===== config.mk =====
export PLATFORM = sky130hd
export DESIGN_NAME = gf2m8_multiplier
export DESIGN_NICKNAME = d
export VERILOG_FILES = /design/src/rtl/gf2m8_multiplier.sv
export SDC_FILE = /design/constraint.sdc
export NUM_CORES = 1
export LEC_CHECK = 0
export CORE_UTILIZATION = 45
export CTS_CLUSTER_DIAMETER = 120
export DETAILED_ROUTE_END_ITERATION = 7
export HOLD_SLACK_MARGIN = 0.1
export PLACE_DENSITY = 0.74
export SETUP_SLACK_MARGIN = 0.5
export SLEW_MARGIN = 20
export SYNTH_ARGS = -nofsm -noshare
export SYNTH_HDL_FRONTEND = slang
export SYNTH_SLANG_ARGS = --single-unit

===== constraint.sdc =====
create_clock -name clk -period 1.9 [get_ports clk]
set_input_delay 0.19 -clock clk [delete_from_list [all_inputs] [get_ports clk]]
set_output_delay 0.19 -clock clk [all_outputs]
set_load 0.02 [all_outputs]

===== src/rtl/gf2m8_multiplier.sv =====
// gf2m8_multiplier
// GF(2^8) multiplier over p(x) = x^8 + x^4 + x^3 + x^2 + 1 (0x11D).
// The combinational product z is for same-cycle use inside processing elements.
// The registered copy z_q, qualified by out_valid, is for pipelined stages.

module gf2m8_multiplier (
   input  logic       clk,
   input  logic       rst,
   input  logic [7:0] x,
   input  logic [7:0] y,
   output logic [7:0] z,
   input  logic       in_valid,
   output logic [7:0] z_q,
   output logic       out_valid
);

   // Carry-less product of x and y. Bit k is the XOR of every partial product whose exponents sum to k.
   logic [14:0] clProduct;

   // Product after folding bits 14..8 back into the field.
   logic [14:0] reducedProduct;

   // Next-state value for the registered product.
   logic [7:0]  z_d;

   // Next-state value for the registered valid flag.
   logic        out_valid_d;

   // Build the 15-bit carry-less product as an AND plane feeding XOR trees.
   always_comb begin
      clProduct = '0;
      for (int i = 0; i < 8; i++) begin
         for (int j = 0; j < 8; j++) begin
            clProduct[i + j] = clProduct[i + j] ^ (x[i] & y[j]);
         end
      end
   end

   // Fold from the top bit downwards using x^8 = x^4 + x^3 + x^2 + 1.
   // XOR-ing 0x11D shifted to bit k clears bit k and injects its reduction terms lower down.
   // Every shift is a constant, so this unrolls into a fixed XOR matrix.
   always_comb begin
      reducedProduct = clProduct;
      for (int k = 14; k >= 8; k--) begin
         if (reducedProduct[k]) begin
            reducedProduct = reducedProduct ^ (15'h011D << (k - 8));
         end
      end
   end

   // The combinational output depends only on x and y, never on the registered path.
   assign z = reducedProduct[7:0];

   // Capture a new product only for qualified samples; otherwise hold the last one.
   always_comb begin
      z_d         = z_q;
      out_valid_d = in_valid;
      if (in_valid) begin
         z_d = z;
      end
   end

   // Pipeline register with synchronous reset; the sample presented during reset is discarded.
   always_ff @(posedge clk) begin
      if (rst) begin
         z_q       <= 8'h00;
         out_valid <= 1'b0;
      end else begin
         z_q       <= z_d;
         out_valid <= out_valid_d;
      end
   end

endmodule


==> summary.md <==
| Metric | Value |
|---|---|
| Seq pwr share | 7.4% |
| DIE WIDTH | 57.83 µm |
| Htree depth | 1 |
| RSZ-0062 raised after global routing | yes |
| Synthesis-to-layout area growth | 92.86% |
| Most used cell, CP | buf_6 |
| Switch share | 42.17% |
| Most frequent cells in the layout | 48 x nand2_1, 40 x buf_4, 35 x buf_6 |
| CP startpoint kind | input port |
| Root buf cell | clkbuf_4 |
| Failing checks | DRC, setup timing |
| Total Routing Usage GR | 34.17% |
| Crit-path max cell delay | 0.52 ns |
| Worst hold margin | 0.5994 ns |
| Clk sinks | 9 |
| Clock Skew | 0 ns |
| Lkg Pwr | 1.395 nW |
| Mapped Nets | 198 |
| Finish-stage setup viols | 14 |
| Detailed Routing Iterations Pass 1 | 7 |
| Switching component of the power | 1.626 mW |
| Clk buf depth | 2 |
| Crit-path cells | buf_12 > nand2_4 > xnor3_2 > xor2_2 > xnor3_2 > buf_4 > buf_6 > buf_6 > xnor2_4 > buf_6 |
| Port bufs | 35 |
| Register area share after synthesis | 12.85% |
| Slew Viols, Final | 0 |
| Die Span Y | 57.83 µm |
| CP endpoint kind | output pin |
| Tmin final | 2.460 ns |
| CTS hold repair buffers | 0 |
| Status | finished, violations left |
| Largest net degree at the start of global routing | 9 |
| Slew HR | 64.93% |
| Routed Antenna Nets | 0 |
| Ant diodes | 0 |
| Share of layout cells above drive strength 1 | 56.27% |
| Syn Inst Count | 179 |
| DR WL/cell | 26.20 µm |
| Tcrit/Tclk final | 129.5% |
| DR DRC count | 1 |
| Core ar. | 2853 µm² |
| Die ar. | 3344 µm² |
| Crit-path slowest cell | xnor3_2 |
| Worst hold path class | flip-flop to flip-flop |
| IO Pins | 36 |
| Peak fanout along the critical path | 5 |
| Placed Area | 2087 µm² |
| Via density | 6.054 |
| CTS tree | built |
| Total Wirelength | 7.703 mm |
| Initial antenna violation count | 0 |
| Commonest non-fill, non-tap cell in the layout | nand2_1 |
| Critical setup path kind | input port to output pin |
| Max cap viols | 0 |
| Netlist cell types | 27 |
| Max VDD drop | 0.001667 V |
| First-pass GRT wire length | 8.162 mm |
| Pwr dens | 1425 nW/µm² |
| Arr. time, crit path | 2.27 ns |
| Worst path required time | 1.71 ns |
| Post-route setup TNS | -4.601 ns |
| 1st-iter DRT viols | 155 |
| Top cell type's share of synthesized area | 24.35% |
| Routability congestion estimate | 0.8822 |
| Main area contributors after synthesis | xnor2_1 24%, nand2_1 16%, dfxtp_1 13% |
| Fmax | 406.5 MHz |
| Slew of the pin with the lowest slew margin | 0.5244 ns |
| Clock Power Share | 4.6% |
| Combinational group share of total power | 88.0% |
| Final Hold Vio Count | 0 |
| Clk slew on worst S/H paths | 0.08 ns |
| Design area | 2705 µm² |
| Skew-Pair Late Insertion Delay | 0.29 ns |
| Cts bufs inserted | 3 |
| Nets | 283 |
| Vias | 1780 |
| Initial Util | 49.17% |
| Synth warn | 0 |
| Synthesized flop and latch total | 9 |
| Avg Cell Area, Syn | 7.836 µm² |
| Setup WS post-layout | -0.5602 ns |
| Row count | 19 |
| Leading area contributor after synthesis | xnor2_1 |
| Detailed Place HPWL | 3.194 mm |
| Total gr overflow | 0 |
| Synthesized area | 1403 µm² |
| Pint | 2.230 mW |
| Filler cell count | 75 |
| Vias in the first global route | 1556 |
==> power by group through the flow <==
stage,Clock (mW),Combinational (mW),Sequential (mW)
floorplan,0,1.36,0.339
global placement,0,2.21,0.270
detailed placement,0,2.26,0.275
CTS,0.152,2.82,0.270
global route,0.182,3.47,0.287
finish,0.176,3.39,0.286
==> worst max-delay path: cells and delay by family <==
family                 cells  cell delay (ns)
XOR/XNOR                   4             1.35
AND/OR/NAND/NOR            1             0.05
buffers and inverters      5             0.67
==> flip-flops by register name, indices dropped and copies added, names as in the netlist <==
register / cells
out_valid: 1
z_q: 8
==> worst paths after layout <==
| path | from | endpoint | slack, ns | cells after the start |
|---|---|---|---|---|
| worst max register to register | z_q[6] | z_q[6] | 1.02 | 2 |
| worst max-delay path | x[5] | z[2] | -0.56 | 10 |
| worst min register to register | z_q[5] | z_q[5] | 0.60 | 2 |
| worst min-delay path | z_q[5] | z_q[5] | 0.60 | 2 |
==> cells in the mapped netlist (all sizes together) <==
| master | n |
|---|---|
| inv | 2 |
| xnor3 | 6 |
| or2 | 2 |
| a21oi | 1 |
| a21o | 1 |
| xor2 | 19 |
| o21a | 1 |
| buf | 10 |
| nand2 | 63 |
| o211a | 2 |
| nand2b | 1 |
| nor2 | 8 |
| mux2i | 4 |
| and3 | 1 |
| xnor2 | 41 |
| dfxtp | 9 |
| xor3 | 1 |
| clkbuf | 7 |
==> metrics by stage <==
step | worst slack [ns] | cells | utilization [%] | total power, mW
2_1_floorplan | -0.1924 | 179 | - | 1.694
3_3_place_gp | -1.180 | 264 | 73.16 | 2.477
3_5_place_dp | -1.238 | 264 | 73.16 | 2.537
4_1_cts | -0.4000 | 285 | 85.79 | 3.240
5_1_grt | -0.5682 | 294 | 94.82 | 3.942
6_report | -0.5602 | 294 | 94.82 | 3.856
==> cell type report <==
| type | count | area [µm²] | area share (%) |
|---|---|---|---|
| well taps | 31 | 38.79 | 1.434 |
| repair buffers | 97 | 933.4 | 34.51 |
| clock buffers | 4 | 26.28 | 0.9713 |
| flip-flops and latches | 9 | 180.2 | 6.661 |
| multi-input cells | 151 | 1519 | 56.15 |
| inverters | 2 | 7.507 | 0.2775 |
==> cell families (layout without fill, tap and decap cells) <==
group | Yosys count | in the layout | share of synthesized area, %
buf+inv | 19 | 103 | 7.226
xor+xnor | 67 | 67 | 53.08
compound gates | 5 | 5 | 2.855
flops | 9 | 9 | 12.85
simple gates | 75 | 75 | 21.14
mux | 4 | 4 | 2.855
==> layer usage <==
layer	vias to the layer above	share of wire, %	global-route usage (%)
met4	0	12	18.37
met3	84	11	7.143
met1	822	32	40.31
met5	-	0	0
met2	171	45	58.13
li1	703	-	-
==> what timing repair did <==
item | in CTS | in global routing
setup endpoints to repair | 19 | 21
pin swaps | 29 | 30
gates resized for setup | 142 | 65
buffers inserted | 17 | 9
Power figures use the tool's default switching activity.
